--- src/rtl/ridecore_dmem_arbiter.sv ---
// ridecore_dmem_arbiter
//
// Two-port arbiter for the single data-memory port of the simulation
// memory model. Port 0 is the core load/store unit. Port 1 is a secondary
// master, such as a fuzz injector or a debug port.
//
// At most one request is granted per cycle. The grant is combinational
// (zero-cycle ready). Read data from the memory model arrives one cycle
// after the request is sampled, and it is steered back to the port that
// issued the read.
//
// Configuration macro:
//   RIDECORE_DMEM_ARB_FIXED_PRIO_EN
//     defined   : port 0 always wins a conflict (strict priority)
//     undefined : round-robin on conflict, using last_grant
//
// Ports:
//   clk, reset                 clock, asynchronous active-high reset
//   reqN_valid/ready           request handshake for port N (N = 0, 1)
//   reqN_addr/wdata/we         request payload for port N
//   respN_valid/data           read response for port N
//   dmem_req_addr/data/write_en
//                              request to the memory model
//   dmem_resp_data             read data from the memory model
module ridecore_dmem_arbiter #(
  parameter int ADDR_W = 32,
  parameter int DATA_W = 32
) (
  input  logic              clk,
  input  logic              reset,
  input  logic              req0_valid,
  output logic              req0_ready,
  input  logic [ADDR_W-1:0] req0_addr,
  input  logic [DATA_W-1:0] req0_wdata,
  input  logic              req0_we,
  output logic              resp0_valid,
  output logic [DATA_W-1:0] resp0_data,
  input  logic              req1_valid,
  output logic              req1_ready,
  input  logic [ADDR_W-1:0] req1_addr,
  input  logic [DATA_W-1:0] req1_wdata,
  input  logic              req1_we,
  output logic              resp1_valid,
  output logic [DATA_W-1:0] resp1_data,
  output logic [ADDR_W-1:0] dmem_req_addr,
  output logic [DATA_W-1:0] dmem_req_data,
  output logic              dmem_req_write_en,
  input  logic [DATA_W-1:0] dmem_resp_data
);

  typedef enum logic [1:0] {IDLE, PEND0, PEND1} rd_pend_e;

  rd_pend_e          rd_pend_q, rd_pend_d;
  logic              last_grant_q, last_grant_d;
  logic [ADDR_W-1:0] addr_hold_q, addr_hold_d;
  logic              grant0, grant1;

  // Winner selection. Nothing is granted while reset is asserted.
  always_comb begin
    grant0 = 1'b0;
    grant1 = 1'b0;
`ifdef RIDECORE_DMEM_ARB_FIXED_PRIO_EN
    grant0 = req0_valid;
`else
    // On a conflict, port 0 wins only if port 1 had the last grant.
    grant0 = req0_valid && (!req1_valid || last_grant_q);
`endif
    grant1 = req1_valid && !grant0;
    if (reset) begin
      grant0 = 1'b0;
      grant1 = 1'b0;
    end
  end

  assign req0_ready = grant0;
  assign req1_ready = grant1;

  // Memory drive. When idle, the last granted address is held so that the
  // model sees no new address. Write enable and data are zeroed when idle.
  always_comb begin
    dmem_req_addr     = addr_hold_q;
    dmem_req_data     = '0;
    dmem_req_write_en = 1'b0;
    if (grant0) begin
      dmem_req_addr     = req0_addr;
      dmem_req_data     = req0_wdata;
      dmem_req_write_en = req0_we;
    end else if (grant1) begin
      dmem_req_addr     = req1_addr;
      dmem_req_data     = req1_wdata;
      dmem_req_write_en = req1_we;
    end
  end

  // Next-state logic. Only a read grant creates a pending response.
  always_comb begin
    rd_pend_d    = IDLE;
    last_grant_d = last_grant_q;
    addr_hold_d  = addr_hold_q;
    if (grant0) begin
      last_grant_d = 1'b0;
      addr_hold_d  = req0_addr;
      if (!req0_we) rd_pend_d = PEND0;
    end else if (grant1) begin
      last_grant_d = 1'b1;
      addr_hold_d  = req1_addr;
      if (!req1_we) rd_pend_d = PEND1;
    end
  end

  // Reset drops any response that is in flight.
  always_ff @(posedge clk or posedge reset) begin
    if (reset) begin
      rd_pend_q    <= IDLE;
      last_grant_q <= 1'b1;
      addr_hold_q  <= '0;
    end else begin
      rd_pend_q    <= rd_pend_d;
      last_grant_q <= last_grant_d;
      addr_hold_q  <= addr_hold_d;
    end
  end

  // Responses: the valid flags decode the registered state. The data
  // passes straight through from the memory model.
  assign resp0_valid = (rd_pend_q == PEND0);
  assign resp1_valid = (rd_pend_q == PEND1);
  assign resp0_data  = dmem_resp_data;
  assign resp1_data  = dmem_resp_data;

endmodule
--- config.mk ---
export PLATFORM = sky130hd
export DESIGN_NAME = ridecore_dmem_arbiter
export DESIGN_NICKNAME = d
export VERILOG_FILES = /design/src/rtl/ridecore_dmem_arbiter.sv
export SDC_FILE = /design/constraint.sdc
export NUM_CORES = 1
export LEC_CHECK = 0
export CAP_MARGIN = 15
export CORE_AREA = 4 4 114 116
export DETAILED_ROUTE_END_ITERATION = 16
export DIE_AREA = 0 0 118 120
export PLACE_DENSITY = 0.67
export SYNTH_ARGS = -nofsm -noshare
export SYNTH_HDL_FRONTEND = slang
export SYNTH_SLANG_ARGS = --single-unit
--- constraint.sdc ---
create_clock -name clk -period 1.7 [get_ports clk]
set_input_delay 0.255 -clock clk [delete_from_list [all_inputs] [get_ports clk]]
set_output_delay 0.255 -clock clk [all_outputs]
set_load 0.01 [all_outputs]
-- Yosys cells after proc, flatten, opt, wreduce, memory -nomap -nowiden
Cells that the tools add are included.
Widths: inputs -> output; s select.
- register bits after elaboration: 35
- input port bits: 166
- output and inout port bits: 133
- word-level logic and storage cells: 25
- equal/unequal tests: 2
- multiplexer cells: 14
- reduce and logical (&&, ||, !) cells: 6
- operators by type and width (kind ; number):
    $mux 32 ; 4
    $mux 1 ; 7
    $mux 2 ; 3
    $eq 2x1->1 const B ; 1
    $eq 2x2->1 const B ; 1
    $logic_and 1x1->1 ; 2
    $logic_not 1->1 ; 2
    $reduce_bool 2->1 ; 1
    $logic_or 1x1->1 ; 1

-- Depth between registers and ports, before layout
- depth in word-level cells: 8
- depth in mapped cells: 6
- depth with buffers taken out: 3

-- Worst setup path before layout
No wires, ideal clock.
- path kind: register -> output
- start point: register last_grant_q
- end point: output dmem_req_addr[10]
- data arrival time: 1.273 ns
- required time: 1.445 ns
- slack: 0.172 ns
- stages on the path, launching flop included: 6
- buffers on the path: 2
- path through: dfstp_2 -> and2_1 -> buf_4 -> buf_2 -> nor3_1 -> o2bb2ai_1
- cells in the longest elaborated chain, start to end: 7
- elaborated cells between the ends (all ways): 8
- those cells by class: 4 x mux; 4 x reduce/logical
- ends and longest elaborated chain (what ; RTL line ; RTL):
    start, declared ; 54 ; logic last_grant_q, last_grant_d;
    start signal, assigned ; 119 ; last_grant_q <= last_grant_d;
    $logic_or 1x1->1 (*) ; 66 ; grant0 = req0_valid && (!req1_valid || last_grant_q);
    $logic_and 1x1->1 (*) ; 66 ;
    $logic_not 1->1 ; 68 ; grant1 = req1_valid && !grant0;
    $logic_and 1x1->1 ; 68 ;
    $mux 1 ; 69 ; if (reset) begin
    $mux 32 ; 88 ; end else if (grant1) begin
    $mux 32 (*) ; - ;
    end, declared ; 45 ; output logic [ADDR_W-1:0] dmem_req_addr,
Mark *: on every way between the ends. The rest lies on a longest branch, timed or not.

-- Final worst setup path
- start point: register last_grant_q
- end point: output dmem_req_data[24]
- cells in the longest elaborated chain, start to end: 7
- elaborated cells between the ends (all ways): 8
- those cells by class: 4 x mux; 4 x reduce/logical
- ends and longest elaborated chain (what ; RTL line ; RTL):
    $logic_or 1x1->1 (*) ; 66 ;
    $logic_and 1x1->1 (*) ; 66 ;
    $logic_not 1->1 ; 68 ;
    $logic_and 1x1->1 ; 68 ;
    $mux 1 ; 69 ;
    $mux 32 ; 88 ;
    $mux 32 (*) ; 84 ; if (grant0) begin
    end, declared ; 46 ; output logic [DATA_W-1:0] dmem_req_data,
Marked as above.

==> impl_results.md <==
- Placed cell count: 565
- Worst r2r dst: addr_hold_q[7]
- Max_cap viols: 0
- Worst Reg-to-Reg Cells: 9
- Syn Std Cell Area: between 0.002 and 0.003 mm2
- Failing checks: setup timing
- CTS root buffer: clkbuf_16
- Worst setup path class: reg2out
- Die area: 0.0142 mm2
- Cell taking the most area after synthesis: dfrtp_1
- Crit end category: primary output
- Register share of total power: 0.255
- Synth cell count leaders: buf_4 (70), dfrtp_1 (34), nor3_1 (34), a22o_1 (33)
- Layout Cells excl Fill: around 630
- Global route total overflow: 0
- Clock Path Buffers: 2
- Gp weighted congestion: approximately 0.8
- DRT Wirelength: approximately 13000 um
- Setup-failing EPs final: 67
- Library cells used by synthesis: 16
- Status: finished, violations left
- Fmax achieved: just under 0.5 GHz
- CTS tree: done
- Area share of the largest cell type after synthesis: 0.328
- Count leader, synth: buf_4
- Row count: 40
- Cells after Synth: around 270
- Yosys reg bits: 35
- DR vias: roughly 3.0k
- Die Height: roughly 120 um
- Design Power: slightly above 4 mW
- Synth warn: 0
- H-tree levels: 2
- CTS sink count: 35
- Unrepaired setup endpoints after global routing: yes
- Filler Cell Count: ~1.1k
- Switching power of the nets: 1.28 mW
- Area grow syn2layout: 129%
- Worst Hold Class: in2async
- Post-layout minimum cycle time: between 2 and 2.5 ns
- Initial antenna violation count: 0
- Required @ worst endpoint: approximately 1.4 ns
- EDFF count, synth: 0
- Count of input and output buffers: between 200 and 250
- Detail Route Antenna Nets: 0
- Hold Vio Cnt, Final: 0
- GRT Resource Usage Total: 0.173
- Cts bufs inserted: 5
- Fin. max-slew vios: 0
- Final setup margin: -0.315 ns
- Switching fraction of total power: 0.311
- Latest clock arrival within the worst-skew pair: between 0.2 and 0.3 ns
- CP Launch Type: register
- # nets final: between 600 and 700
- Layout cells sized above 1: 0.495
- IO Count: 299
- Clk slew on worst S/H paths: roughly 0.06 ns
- N_diodes: 0
- Routed WL per cell: between 20 and 25 um
- CTS Hold Bufs: 0
- Seq/Total Area, Yosys: 0.338
- Initial core utilization: 0.218
- DPL Wire Length: 8390 um
- Peak supply drop: 0.328 mV
- Syn nets: around 440
- Clock share of power: 0.228
- Largest net degree at the start of global routing: 21
- Ys flop type: dfrtp_1
- R2R Setup Slk: -0.11 ns
- Core footprint: around 0.012 mm2
- # DRC: 0
- Leak Pwr: around 2.5 nW
- Vias in the first global route: between 3k and 4k
- CP arrival: 1.76 ns
- Crit share post-route: 1.19
- Drt first-iter violations: 91
- Drt first pass iters: 4
- Logic pwr share: 0.517
- Internal power: around 2.8 mW
- Worst Tran Pin Value: slightly below 0.4 ns
- First-pass GRT wire length: around 19000 um
- R2r startpoint: last_grant_q
- Slew margin rel.: 0.733
- Die span in x: 118 um
- Ys async rst share: 1.00
- Setup Skew: approximately 0.0033 ns
- Power per Cell Area: a little under 700 mW/mm2
- Synth area leaders: dfrtp_1 (33%), buf_4 (20%), a22o_1 (11%)
- Mean Syn Cell Area: between 9 and 10 um2
- CP max FO: 7
- Vias per inst: 4.78
-- layout by cell type (no fill, tap or decap), drive strengths merged --
cell,synthesis,layout
dlygate4sd2,0,3
clkdlybuf4s50,0,132
nor2,4,4
and2,1,1
nor3,34,34
nor2b,4,4
bufbuf,0,1
dfrtp,34,34
o2bb2ai,32,32
dfstp,1,1
o22ai,32,32
nand2b,2,2
buf,94,162
clkinv,0,2
a22o,33,33
clkbuf,0,8
-- stage by stage --
stage	TNS (ns)	hold slack [ns]	utilization	instance area (um2)	setup WS (ns)
detailed placement	-45.64	0.510	0.382	4550	-0.710
CTS	-17.95	0.305	0.477	5680	-0.328
floorplan	0	0.328	-	2600	0.172
global placement	-45.03	0.510	0.382	4550	-0.737
finish	-16.98	0.305	0.498	5930	-0.315
global route	-21.28	0.338	0.498	5930	-0.373
-- power by group through the flow --
stage	clock network [mW]	registers [mW]	logic, mW
after global routing	1.00	1.06	2.25
after global placement	0	1.03	1.51
after CTS	0.957	1.04	2.00
after detailed placement	0	1.03	1.53
final	0.936	1.05	2.12
after floorplan	0	1.02	0.695
-- state kept, by name, summed over array words and instances (netlist names) --
register,flops
last_grant_q,1
addr_hold_q,32
rd_pend_q,2
-- worst max-delay path by stage --
stage / start / to / slack [ns] / cells past startpoint
3_5_place_dp: reset / dmem_req_addr[17] / -0.71 / 6
6_report: last_grant_q / dmem_req_data[24] / -0.32 / 7
2_1_floorplan: last_grant_q / dmem_req_addr[10] / 0.17 / 5
5_1_grt: last_grant_q / dmem_req_data[20] / -0.37 / 7
3_3_place_gp: req1_valid / dmem_req_addr[1] / -0.74 / 6
4_1_cts: last_grant_q / dmem_req_data[7] / -0.33 / 7
-- logic make-up after synthesis --
logic type      after synthesis  synth area share
compound gates               97             0.296
simple gates                 45             0.104
flops                        35             0.338
buf+inv                      95             0.262
-- per-layer routing --
metal / vias to the layer above / routed length, um / global-route usage
met4: 0 / 333 / 0.0637
met3: 44 / 794 / 0.0419
met5: - / 0 / 0
met2: 135 / 6870 / 0.324
li1: 1391 / - / -
met1: 1448 / 4970 / 0.189
-- final cells by class --
| type | instances | area, um2 | area share |
|---|---|---|---|
| Clock inverter | 1 | 5.00 | 0.000843 |
| Tap cell | 147 | 184 | 0.0310 |
| Timing Repair Buffer | 299 | 3030 | 0.511 |
| Inverter | 1 | 3.75 | 0.000633 |
| Clock buffer | 7 | 143 | 0.0240 |
| Sequential cell | 35 | 877 | 0.148 |
| Multi-Input combinational cell | 142 | 1690 | 0.285 |
-- worst max-delay path, stage by stage (launching register included) --
cell and delay [ns]:
dfstp_2 0.57, and2_4 0.17, buf_12 0.12, nor2_8 0.04, buf_12 0.14, buf_16 0.13
a22o_1 0.18, buf_2 0.14
-- what timing repair did --
action	in CTS	in global routing
gates resized for setup	384	32
endpoints found under the setup margin	67	70
pin swaps	42	13
setup buffers	46	8
cloned	11	1
Power figures use the tool's default switching activity.
==> patch (config.mk and constraints unchanged) <==
The 3 values of `rd_pend_e` get a one-hot encoding in 3 bits.
--- a/src/rtl/ridecore_dmem_arbiter.sv
+++ b/src/rtl/ridecore_dmem_arbiter.sv
@@ -49,5 +49,5 @@
 );
 
-  typedef enum logic [1:0] {IDLE, PEND0, PEND1} rd_pend_e;
+  typedef enum logic [2:0] {IDLE = 3'b001, PEND0 = 3'b010, PEND1 = 3'b100} rd_pend_e;
 
   rd_pend_e          rd_pend_q, rd_pend_d;
Check against the original RTL: same outputs for any inputs over 10 cycles, from zero or initial values and one cycle with reset high; not proved beyond that.
==> patch against the unedited design <==
- the flow still finishes with violations (negative setup slack)
- global-route usage is essentially flat
- largest cell class unchanged
- total power grew 0.11%
- critical endpoint is now dmem_req_data[23]
- highest routed layer unchanged
- wire length is essentially flat
- count of clock-buffer cells in the layout shrank 2
- final area shrank 3.9%
- synthesized area grew 3.7%
- hold slack lost 0.096 ns
- sequential cell count grew 1
- setup slack lost 0.013 ns
==> patch: results <==
[finish]
reg.largest.list = addr_hold_q x32, rd_pend_q x3, last_grant_q x1
clock_buffers = 5
layout.nonclk_buf_frac = 0.486
final_layout_size_suffix_gt1_frac = 0.466
fin_area_um2 = 5700
signal_buffers = 282

[global_route]
vias_in_the_first_global_route = 3352
globalRouteMet1Util = 0.193
grt_util_all_layers = 0.173
grt_first_pass_wirelength_um = 19200
grt_util_met3 = 0.0598

[run_status]
outcome = finished with violations
failed_checks = negative setup slack

[place]
dp_worst_setup_slack_ns = -0.770

[detailed_routing]
wl_met2_um = 6690
met1Wirelength_um = 4890
detailedRoute.firstIterationViolations = 56
totalWireLength_um = 13000

[synthesis]
post_synth_cell_types = 19
netlist_instances = 274
syn-num-nets = 440
yosysSeqAreaShare = 0.336
ys_top_cells_by_count = sky130_fd_sc_hd__buf_4, sky130_fd_sc_hd__dfrtp_1, sky130_fd_sc_hd__nor3_1

[sta]
post-route-worst-setup-slack_ns = -0.329
setup_total_negative_slack_ns = -17.32
setup_violations = 69
final.setup_skew_ns = 0.00530

[clocking]
cts.sinks = 36
patch: cell count changes after synthesis:
cell / delta
sky130_fd_sc_hd__buf_6: +1
sky130_fd_sc_hd__nor3b_1: +2
sky130_fd_sc_hd__nor2_1: +1
sky130_fd_sc_hd__nor2b_1: -2
sky130_fd_sc_hd__buf_4: -1
sky130_fd_sc_hd__buf_8: +1
sky130_fd_sc_hd__o2bb2ai_1: -8
sky130_fd_sc_hd__o2bb2ai_2: +8
sky130_fd_sc_hd__buf_2: -1
sky130_fd_sc_hd__dfstp_2: +1
patch: path summary, 6_finish.rpt:
kind	slack, ns	endpoint	cells past startpoint
setup / recovery	-0.33	dmem_req_data[23]	7
hold / removal	0.21	addr_hold_q[19]	3
setup reg to reg	-0.06	addr_hold_q[2]	10
hold reg to reg	0.57	addr_hold_q[30]	2
max in group asynchronous	1.16	last_grant_q	3
min in group clk	0.51	resp0_data[13]	0
patch: where the power goes:
part           internal [W]  switching [W]
clock              0.000689       0.000361
combinational       0.00117       0.000827
sequential          0.00100      0.0000653
patch: worst max-delay path, stage by stage (launching register included):
cell	delay, ns
sky130_fd_sc_hd__dfstp_2	0.54
sky130_fd_sc_hd__buf_4	0.11
sky130_fd_sc_hd__and2_4	0.19
sky130_fd_sc_hd__nor2_8	0.06
sky130_fd_sc_hd__buf_6	0.13
sky130_fd_sc_hd__buf_4	0.13
sky130_fd_sc_hd__a22o_1	0.18
sky130_fd_sc_hd__buf_2	0.14
patch: kinds of logic after synthesis:
kind of cell | Yosys count | share of synthesized area
AOI/OAI and AO/OA | 97 | 0.304
buffers and inverters | 95 | 0.258
and+or+nand+nor | 46 | 0.102
DFF | 36 | 0.336
patch: what timing repair did:
action	CTS	global route
pin swaps	31	31
gates resized for setup	370	40
cloned	6	2
buffers inserted	40	11
endpoints found under the setup margin	67	76
